File: config.mk
export PLATFORM = sky130hd
export DESIGN_NAME = word_byte_packer_flat
export DESIGN_NICKNAME = d
export VERILOG_FILES = /design/src/rtl/word_byte_packer_if.sv /design/src/rtl/word_byte_packer.sv /design/src/flat_wrapper.sv
export SDC_FILE = /design/constraint.sdc
export NUM_CORES = 1
export LEC_CHECK = 0
export ABC_AREA = 1
export BUFFER_PORTS_ARGS = -buffer_cell sky130_fd_sc_hd__buf_4
export CELL_PAD_IN_SITES_DETAIL_PLACEMENT = 1
export CELL_PAD_IN_SITES_GLOBAL_PLACEMENT = 1
export CORE_UTILIZATION = 42
export DETAILED_ROUTE_END_ITERATION = 16
export PLACE_DENSITY_LB_ADDON = 0.25
export SYNTH_ARGS = -nofsm -noshare
export SYNTH_HDL_FRONTEND = slang
export SYNTH_SLANG_ARGS = --single-unit
File: constraint.sdc
create_clock -name clk -period 2.5 [get_ports clk]
set_clock_uncertainty 0.1 [all_clocks]
set_input_delay 0.375 -clock clk [delete_from_list [all_inputs] [get_ports clk]]
set_output_delay 0.375 -clock clk [all_outputs]
set_load 0.03 [all_outputs]
File: src/rtl/word_byte_packer_if.sv
// rtl/word_byte_packer_if.sv - byte-in / packed-word-out handshake bundle
interface word_byte_packer_if;
  logic        in_valid;
  logic        in_ready;
  logic [7:0]  in_data;
  logic        in_last;
  logic        out_valid;
  logic        out_ready;
  logic [15:0] out_data;
  logic [1:0]  out_be;
  logic        out_last;

  modport slave (
    input  in_valid, in_data, in_last, out_ready,
    output in_ready, out_valid, out_data, out_be, out_last
  );

  modport master (
    output in_valid, in_data, in_last, out_ready,
    input  in_ready, out_valid, out_data, out_be, out_last
  );
endinterface

File: src/rtl/word_byte_packer.sv
// rtl/word_byte_packer.sv - packs a byte stream into 16-bit words with byte enables
module word_byte_packer #(
  parameter bit             HIGH_FIRST = 1'b1,
  parameter logic [7:0]     PAD        = 8'h00,
  parameter int unsigned    CNT_W      = 16
) (
  input  logic                 clk,
  input  logic                 rst_n,
  word_byte_packer_if.slave    bus,
  output logic [CNT_W-1:0]     word_cnt
);
  localparam logic [0:0] S_EMPTY = 1'b0;
  localparam logic [0:0] S_HALF  = 1'b1;

  logic [0:0]       state_q, state_d;
  logic [7:0]       hold_q, hold_d;
  logic             out_valid_q, out_valid_d;
  logic [15:0]      out_data_q, out_data_d;
  logic [1:0]       out_be_q, out_be_d;
  logic             out_last_q, out_last_d;
  logic [CNT_W-1:0] cnt_q, cnt_d;

  logic slot_free;
  logic in_ready;
  logic accept;
  logic handoff;

  assign slot_free = !out_valid_q || bus.out_ready;
  // A lone last byte in EMPTY produces a word, so it must wait for a free slot.
  assign in_ready  = (state_q == S_HALF) ? slot_free : (!bus.in_last || slot_free);
  assign accept    = bus.in_valid && in_ready;
  assign handoff   = out_valid_q && bus.out_ready;

  always_comb begin
    state_d     = state_q;
    hold_d      = hold_q;
    out_valid_d = out_valid_q;
    out_data_d  = out_data_q;
    out_be_d    = out_be_q;
    out_last_d  = out_last_q;
    cnt_d       = cnt_q;

    if (handoff) begin
      out_valid_d = 1'b0;
      cnt_d       = cnt_q + 1'b1;
    end

    if (accept) begin
      if (state_q == S_EMPTY) begin
        if (!bus.in_last) begin
          hold_d  = bus.in_data;
          state_d = S_HALF;
        end else begin
          out_valid_d = 1'b1;
          out_last_d  = 1'b1;
          out_data_d  = HIGH_FIRST ? {bus.in_data, PAD} : {PAD, bus.in_data};
          out_be_d    = HIGH_FIRST ? 2'b10 : 2'b01;
        end
      end else begin
        out_valid_d = 1'b1;
        out_last_d  = bus.in_last;
        out_data_d  = HIGH_FIRST ? {hold_q, bus.in_data} : {bus.in_data, hold_q};
        out_be_d    = 2'b11;
        state_d     = S_EMPTY;
      end
    end
  end

  always_ff @(posedge clk or negedge rst_n) begin
    if (!rst_n) begin
      state_q     <= S_EMPTY;
      hold_q      <= 8'h00;
      out_valid_q <= 1'b0;
      out_data_q  <= 16'h0000;
      out_be_q    <= 2'b00;
      out_last_q  <= 1'b0;
      cnt_q       <= '0;
    end else begin
      state_q     <= state_d;
      hold_q      <= hold_d;
      out_valid_q <= out_valid_d;
      out_data_q  <= out_data_d;
      out_be_q    <= out_be_d;
      out_last_q  <= out_last_d;
      cnt_q       <= cnt_d;
    end
  end

  assign bus.in_ready  = in_ready;
  assign bus.out_valid = out_valid_q;
  assign bus.out_data  = out_data_q;
  assign bus.out_be    = out_be_q;
  assign bus.out_last  = out_last_q;
  assign word_cnt      = cnt_q;
endmodule

File: src/flat_wrapper.sv
// flat-port wrapper written by rule: the top's interface ports become plain ports
module word_byte_packer_flat 
#(
  parameter bit             HIGH_FIRST = 1'b1,
  parameter logic [7:0]     PAD        = 8'h00,
  parameter int unsigned    CNT_W      = 16
)
  (clk, rst_n, word_cnt, bus_in_valid, bus_in_data, bus_in_last, bus_out_ready, bus_in_ready, bus_out_valid, bus_out_data, bus_out_be, bus_out_last);
  word_byte_packer_if bus_i ();
  input  logic clk;
  input  logic rst_n;
  output logic [CNT_W-1:0] word_cnt;
  input wire logic [$bits(bus_i.in_valid)-1:0] bus_in_valid;
  input wire logic [$bits(bus_i.in_data)-1:0] bus_in_data;
  input wire logic [$bits(bus_i.in_last)-1:0] bus_in_last;
  input wire logic [$bits(bus_i.out_ready)-1:0] bus_out_ready;
  output wire logic [$bits(bus_i.in_ready)-1:0] bus_in_ready;
  output wire logic [$bits(bus_i.out_valid)-1:0] bus_out_valid;
  output wire logic [$bits(bus_i.out_data)-1:0] bus_out_data;
  output wire logic [$bits(bus_i.out_be)-1:0] bus_out_be;
  output wire logic [$bits(bus_i.out_last)-1:0] bus_out_last;
  assign bus_i.in_valid = bus_in_valid;
  assign bus_i.in_data = bus_in_data;
  assign bus_i.in_last = bus_in_last;
  assign bus_i.out_ready = bus_out_ready;
  assign bus_in_ready = bus_i.in_ready;
  assign bus_out_valid = bus_i.out_valid;
  assign bus_out_data = bus_i.out_data;
  assign bus_out_be = bus_i.out_be;
  assign bus_out_last = bus_i.out_last;
  word_byte_packer #(.HIGH_FIRST(HIGH_FIRST), .PAD(PAD), .CNT_W(CNT_W)) u_core (.clk(clk), .rst_n(rst_n), .bus(bus_i), .word_cnt(word_cnt));
endmodule
## Yosys cells after proc, flatten, opt, wreduce, memory -nomap -nowiden

Index checks and enable logic that the tools add are counted.
W data, S select, Z words.

- Input port bits: 13
- Output and inout port bits: 37
- Bits in read-only memories: 0
- Latch bits: 0
- Memories: 0
- Register bits: 45
- Memory bits (writable): 0
- Word-level logic and storage cells: 32

- Equal/unequal tests: 0
- Reductions and logical operators: 9
- Bitwise gates (word level): 2
- $add $sub $neg: 1
- $lt $le $gt $ge: 0
- Shifts and indexed selects: 0
- Multipliers: 0
- Div/mod/pow operators: 0
- Muxes and demuxes: 13

Operators by type and width:

| kind | number |
|---|---|
| $mux W16 | 2 |
| $add A16 B1 Y16 const B | 1 |
| $mux W1 | 9 |
| $mux W2 | 2 |
| $reduce_and A3 Y1 | 1 |
| $logic_and A1 B1 Y1 | 2 |
| $logic_not A1 Y1 | 2 |
| $logic_or A1 B1 Y1 | 2 |
| $not A1 Y1 | 2 |
| $reduce_and A2 Y1 | 1 |
| $reduce_bool A2 Y1 | 1 |

## Longest topological paths before layout

Gate-level depths: netlist of run 1.

- Depth after elaboration: 6
- Mapped depth: 9
- Mapped depth without buffers: 9

## Worst setup path after synthesis of run 1

Ideal clock, no wire load.

- Kind: reg2reg
- Start: register u_core.cnt_q[1] (netlist: u_core.word_cnt[1])
- End: register u_core.cnt_q[14] (netlist: u_core.word_cnt[14])
- Library setup time: 0.113 ns
- Stages on the path, launching flop included: 9
- Arrival: 1.332 ns
- Period minus slack after synthesis: 1.545 ns
- Data required time: 2.287 ns
- Path buffers: 0
- Slack: 0.955 ns
- Cell sequence: dfrtp_1 -> ha_1 -> nand2_1 -> nor2_1 -> nand2_1 -> nor2_1 -> nand3_1 -> nand2_1 -> inv_1

- Longest elaborated chain between the ends: 1

Ends and longest elaborated chain:

| element | line | source |
|---|---|---|
| start, declared | word_byte_packer.sv:21 | `logic [CNT_W-1:0] cnt_q, cnt_d;` |
| start signal, assigned | word_byte_packer.sv:85 | `cnt_q <= cnt_d;` |
| $add A16 B1 Y16 | word_byte_packer.sv:45 | `cnt_d = cnt_q + 1'b1;` |

Every way passes these cells.
A chain may end at the register's enable or synchronous reset.

## Worst setup path after layout of run 1

- Start: register u_core.out_valid_q (netlist: u_core.bus.out_valid)
- End: output bus_in_ready

- Longest elaborated chain between the ends: 4

Ends and longest elaborated chain:

| element | line | source |
|---|---|---|
| start, declared | word_byte_packer.sv:17 | `logic out_valid_q, out_valid_d;` |
| start signal, assigned | word_byte_packer.sv:81 | `out_valid_q <= out_valid_d;` |
| $logic_not A1 Y1 (*) | word_byte_packer.sv:28 | `assign slot_free = !out_valid_q \|\| bus.out_ready;` |
| $logic_or A1 B1 Y1 (*) | word_byte_packer.sv:28 |  |
| $logic_or A1 B1 Y1 | word_byte_packer.sv:30 | `assign in_ready = (state_q == S_HALF) ? slot_free : (!bus.in_last \|\| slot_free);` |
| $mux W1 (*) | word_byte_packer.sv:30 |  |
| end, declared | flat_wrapper.sv:17 | `output wire logic [$bits(bus_i.in_ready)-1:0] bus_in_ready;` |

Mark *: on every way between the ends. The rest lies on a longest branch, timed or not.

==> key figures, run 1 <==
Run status
  – Status: completed

Yosys
  – Sequential-to-total area share from yosys stat: 53.8%
  – Synthesized flop and latch total: 45
  – Ys flop type: dfrtp_1
  – Dominant cell type by area after synthesis: dfrtp_1
  – Mapped Cells: between 200 and 250
  – Synthesis Warnings: 0
  – Mapped Nets: ~250
  – Commonest cells post-synth: nand2_1, dfrtp_1, inv_1, o21ai_0, nor2_1
  – Most common cell in the netlist: nand2_1
  – Async SR Flop Fraction: 100%
  – Post-synth EDFFs: 0
  – Area of the mapped netlist: between 2000 and 2500 µm²
  – Distinct cells, synth: 22
  – Synth top area share: 53.8%
  – Average footprint of a synthesized cell: approximately 9 µm²
  – Largest cells by area after synthesis: dfrtp_1, nand2_1, o21ai_2

Critical path
  – Slowest stage delay, CP: ~0.39 ns
  – Critical path endpoint category: primary output
  – CP Launch Point: u_core.bus.out_valid$_DFF_PN0_
  – Reg2reg path depth: 6
  – Worst Setup Start Kind: flip-flop
  – CP Class: reg2out
  – Reg2Reg Launch Point: u_core.state_q$_DFFE_PN0P_
  – Critical R2R Capture: u_core.bus.out_data[15]$_DFFE_PN0P_
  – Arr. time, crit path: approximately 1.3 ns
  – Crit-path max FO: 3
  – Required time of the critical path: between 2 and 2.5 ns
  – CP max-delay cell: dfrtp_1
  – Worst-path cell chain: inv_1, nor2_1, nand2_1, buf_4
  – R2R setup slack: approximately 0.95 ns
  – Setup crit end: bus_in_ready

Pwr
  – Pwr/cell area: 856 nW/µm²
  – Tot Pwr: between 0.002 and 0.0025 W
  – Leakage Power: between 1 and 1.5 nW
  – Peak supply drop: roughly 0.4 mV

Cells and area
  – Fin cells: around 360
  – Fillers: roughly 600
  – Proportion of layout cells with a drive suffix above 1: around 30%
  – Area of the multi-input gates: ~800 µm²
  – Reg area: between 1000 and 1500 µm²
  – N_diodes: 0
  – Area delta synth->final: 24.4%
  – Layout Cell Area excl Fill: around 2600 µm²
  – Nets: 301

Route
  – Post-route ant nets: 0
  – DRC: 0
  – Final WL: approximately 4600 µm
  – Avg WL per Cell: about 13 µm
  – Vias: between 1.5k and 2k
  – Starting DRT DRC Count: 35
  – DR vias/cell: between 4 and 5
  – DRT Pass-1 Iters: 4

Global routing
  – Initial antenna violation count: 0
  – Number of global-route vias before repair: 1695
  – First-pass GRT wire length: about 7800 µm
  – Total track usage: approximately a fifth
  – GRT overflow: 0
  – Largest net degree at the start of global routing: 46

Run
  – Max capacitance violation total: 0

Timing
  – RSZ-0062 raised after global routing: no
  – Worst Tran Pin Value: just under 0.6 ns
  – FMAX: 581 MHz
  – Final Hold Viols: 0
  – Tcrit/Tclk final: just under 70%
  – Min Clock Period, post-route: about 1.7 ns
  – TNS Setup: 0 ns
  – Rel. slew slack: 61.2%
  – Fin. max-slew vios: 0
  – Final setup fails: 0

Clock tree
  – H-tree Lvls: 2
  – Post-CTS Resized: 0
  – CTS clk-pin slew, worst paths: roughly 0.080 ns
  – Worst skew pair latency: roughly 0.29 ns
  – Clock Tree Buf Depth: 2
  – Hold-fix buffers, CTS: 1
  – TritonCTS clock tree: done
  – TritonCTS buffer count: 5
  – Root Driver: clkbuf_8
  – Setup bufs post-CTS: 0
  – Clock Sinks: 45

Placement
  – Routability congestion estimate: approximately 0.75
  – Placed cell count: approximately 350
  – Post-DP HPWL: between 3000 and 4000 µm
  – Area after DPL: between 2000 and 3000 µm²
  – Port buffer count: 49

Floorplan
  – Rows: 25
  – Die area: around 5300 µm²
  – Die Ht: between 70 and 80 µm
  – IO Pins: 50
  – Die span in x: about 73 µm
  – Starting Density: around 44%
  – Core ar.: 4750 µm²

Worst hold path
  – Class of the worst hold path: in2reg
-- layout make-up --
type | count | area share [%]
flip-flops and latches | 45 | 43.2
clock buffers | 8 | 3.07
repair buffers | 50 | 14.5
multi-input cells | 155 | 31.5
inverters | 30 | 4.51
well taps | 67 | 3.22
-- registers in the layout, indices dropped and copies added, names as in the netlist --
register	cells
u_core.bus.out_data	16
u_core.word_cnt	16
u_core.hold_q	8
u_core.bus.out_be	2
u_core.bus.out_last	1
u_core.bus.out_valid	1
u_core.state_q	1
-- per-layer routing --
metal  vias up  global-route usage (%)  routed length (µm)
met4         0                    7.41                  68
met3         6                    3.45                 139
met5         -                       0                   0
met1       796                    23.2                1990
met2        32                    34.8                2370
li1        833                       -                   -
-- worst min path at each step --
stage	from	to	depth (start not counted)	slack, ns
6_report	bus_out_ready	u_core.bus.out_valid$_DFF_PN0_	2	0.20
5_1_grt	bus_out_ready	u_core.bus.out_valid$_DFF_PN0_	2	0.21
4_1_cts	bus_out_ready	u_core.bus.out_valid$_DFF_PN0_	2	0.20
3_5_place_dp	rst_n	u_core.word_cnt[0]$_DFFE_PN0P_	1	0.31
3_3_place_gp	rst_n	u_core.word_cnt[3]$_DFFE_PN0P_	1	0.32
2_1_floorplan	rst_n	u_core.bus.out_be[0]$_DFFE_PN0P_	0	-0.02
-- worst max-delay path, delay by kind of cell (launching register included) --
kind	cells	cell delay, ns
DFF	1	0.39
and+or+nand+nor	2	0.32
buffers and inverters	2	0.24
-- placed cells by master (no fill, tap or decap), types with 2 or more instances in the layout --
master / synthesis / routed
nor2_1: 17 / 17
clkbuf_1: 1 / 3
nand3_1: 7 / 7
clkbuf_8: 0 / 5
o21ai_2: 16 / 16
nor3_1: 2 / 2
xor2_1: 7 / 7
nand2_1: 67 / 67
nand2_2: 9 / 9
o21ai_0: 19 / 19
buf_4: 0 / 49
xnor2_1: 2 / 2
nand4_1: 3 / 3
inv_1: 28 / 28
dfrtp_1: 45 / 45
nand2_4: 2 / 2
-- logic make-up after synthesis --
group           Yosys count  synth area share [%]
fa+ha+maj                 1                 0.597
compound gates           36                  12.1
buf+inv                  34                  7.11
xor+xnor                  9                  3.76
flops                    45                  53.8
simple gates            109                  22.6
-- where the power goes --
group | total (W) | leakage (nW) | internal (W) | switching [W]
logic | 0.000788 | 0.746 | 0.000287 | 0.000502
registers | 0.00101 | 0.557 | 0.000879 | 0.000127
clock network | 0.000435 | 0.0395 | 0.000199 | 0.000235
total | 0.00223 | 1.34 | 0.00136 | 0.000865
-- per-stage QoR --
stage	worst slack, ns	hold WS (ns)	utilization [%]
finish	0.780	0.201	54.8
global route	0.706	0.215	54.8
CTS	0.758	0.199	54.8
detailed placement	0.882	0.315	52.9
global placement	0.949	0.318	52.9
floorplan	0.955	-0.0206	-
(Power assumes the default switching activity.)
==> run 2: changes to the inputs <==
Settings changed: CORE_UTILIZATION 42 to 35.
Clock period 2.5 ns to 1.51 ns, I/O delays scaled along.
==> key figures, run 2 (synthesis gave the netlist of run 1 again) <==
Cells and area
  – Area delta synth->final: 32.3%
  – Nets: 311
  – Layout Utilization: around half
  – Commonest cells after routing, fill and taps aside: nand2_1, buf_4, dfrtp_1, inv_1, o21ai_0
  – N_diodes: 0
  – Proportion of layout cells with a drive suffix above 1: a little over a third
  – Fillers: 669
  – Most common cell after layout, fill and taps aside: nand2_1
  – Fin cells: between 300 and 400

Placement
  – Routability congestion estimate: 0.736
  – Pre-CTS WS: between 0.02 and 0.03 ns
  – Post-DP HPWL: about 3600 µm
  – Placed cell count: around 360
  – Port buffer count: 49

Route
  – DRC: 0
  – Vias: 1729
  – Starting DRT DRC Count: 99
  – DRT Pass-1 Iters: 4
  – Avg WL per Cell: around 14 µm
  – Post-route ant nets: 0
  – DR vias/cell: 4.67
  – Final WL: ~5300 µm

Pwr
  – Comb pwr share: 37.9%
  – Internal Power: 0.00234 W
  – Pwr/cell area: ~1400 nW/µm²
  – Peak supply drop: 0.509 mV
  – Flop pwr share: a little over two fifths
  – Clock power frac: between 10% and 20%
  – Sw Ratio: about two fifths
  – NetSw: 0.00153 W
  – Leakage Power: 1.40 nW

Floorplan
  – Starting Density: about 37%
  – Die Ht: roughly 79 µm
  – Die area: 6300 µm²
  – Die span in x: ~79 µm
  – Core ar.: between 5000 and 6000 µm²
  – Rows: 27
  – IO Pins: 50

Worst hold path
  – Hold_sp: bus_out_ready
  – Hold Crit Depth: 2
  – WHS Endpoint: u_core.bus.out_valid$_DFF_PN0_
  – Class of the worst hold path: in2reg

Timing
  – Final Hold Viols: 0
  – Worst setup margin: approximately 0.044 ns
  – WHS: about 0.07 ns
  – Min Clock Period, post-route: 1.47 ns
  – Rel. slew slack: between 60% and 70%
  – Tcrit/Tclk final: a little over nine tenths
  – FMAX: roughly 700 MHz
  – Fin. max-slew vios: 0
  – Worst Tran Pin Value: 0.576 ns
  – Final setup fails: 0

Global routing
  – Largest net degree at the start of global routing: between 40 and 50
  – GRT overflow: 0
  – Total track usage: between 10% and 20%
  – Initial antenna violation count: 0
  – First-pass GRT wire length: between 8000 and 9000 µm
  – Number of global-route vias before repair: 1746

Clock tree
  – Root Driver: clkbuf_8
  – Clock Tree Buf Depth: 2
  – CTS clk-pin slew, worst paths: around 0.08 ns
  – Worst skew pair latency: approximately 0.30 ns
  – TritonCTS clock tree: done
  – Clock Sinks: 45
  – TritonCTS buffer count: 5
  – H-tree Lvls: 2

Critical path
  – Worst path bufs/invs: 2
  – Critical R2R Capture: u_core.word_cnt[14]$_DFFE_PN0P_
  – Required time of the critical path: about 1.2 ns
  – Crit-path max FO: 3
  – Worst Setup Start Kind: flip-flop
  – Arr. time, crit path: 1.14 ns
  – Worst-path cell chain: inv_2, nor2_4, nand2_1, buf_4
  – CP max-delay cell: dfrtp_1
  – R2R setup slack: around 0.090 ns
  – CP Class: reg2out
  – Slowest stage delay, CP: 0.40 ns
  – Reg2reg path depth: 8
  – Critical path endpoint category: primary output
  – Cell family contributing the most delay on the critical path: flip-flops
  – Reg2Reg Launch Point: u_core.word_cnt[0]$_DFFE_PN0P_

Run
  – Max capacitance violation total: 0

Run status
  – Status: completed
[run 2: worst reg2reg max path: cells and delay by family (launching register included)]
family        cells  cell delay (ns)
fa+ha+maj         1             0.19
buf+inv           1             0.04
simple gates      6             0.64
flops             1             0.36
[run 2: power groups by stage]
stage / combinational [W] / clock [W] / sequential [W]
after floorplan: 0.000462 / 0 / 0.00206
after global placement: 0.00138 / 0 / 0.00167
after detailed placement: 0.00141 / 0 / 0.00169
after CTS: 0.00142 / 0.000767 / 0.00166
after global routing: 0.00159 / 0.000809 / 0.00170
final: 0.00147 / 0.000736 / 0.00167
[run 2: area by class of cell]
cell class              instances  area [µm²]  share of cell area, %
flip-flops and latches         45        1130                   40.8
multi-input cells             156         881                   31.8
repair buffers                 59         465                   16.8
inverters                      30         118                   4.24
well taps                      72        90.1                   3.25
clock buffers                   6        72.6                   2.62
clock inverters                 2        15.0                  0.542
[run 2: how the worst max path moves through the flow]
stage | start | endpoint | slack (ns) | cells after the start
finish | u_core.bus.out_valid$_DFF_PN0_ | bus_in_ready | 0.04 | 4
global route | u_core.word_cnt[0]$_DFFE_PN0P_ | u_core.word_cnt[14]$_DFFE_PN0P_ | -0.03 | 8
CTS | u_core.bus.out_valid$_DFF_PN0_ | bus_in_ready | 0.02 | 4
detailed placement | u_core.bus.out_valid$_DFF_PN0_ | u_core.bus.out_valid$_DFF_PN0_ | 0.03 | 5
global placement | u_core.bus.out_valid$_DFF_PN0_ | u_core.bus.out_valid$_DFF_PN0_ | 0.05 | 5
floorplan | u_core.bus.out_valid$_DFF_PN0_ | u_core.bus.out_valid$_DFF_PN0_ | 0.05 | 6
[run 2: repair_timing]
action / in CTS / in global routing
setup endpoints to repair: 1 / 27
hold endpoints to repair: 45 / 0
gates resized for setup: 2 / 13
cloned: 0 / 1
pin swaps: 0 / 2
hold buffers: 1 / 0
buffers inserted: 0 / 3
[run 2: through the flow]
stage	TNS, ns	total power (W)	instance area, µm²
6_report	0	0.00387	2770
2_1_floorplan	0	0.00252	2100
5_1_grt	-0.0537	0.00410	2770
3_5_place_dp	0	0.00310	2570
4_1_cts	0	0.00385	2670
3_3_place_gp	0	0.00305	2570
[run 2: routing by layer]
| layer | share of wire [%] | GRT usage, % |
|---|---|---|
| met1 | 48 | 23.8 |
| met2 | 47 | 27.3 |
| met3 | 3.6 | 3.10 |
| met4 | 1.6 | 7.09 |
| met5 | 0 | 0 |
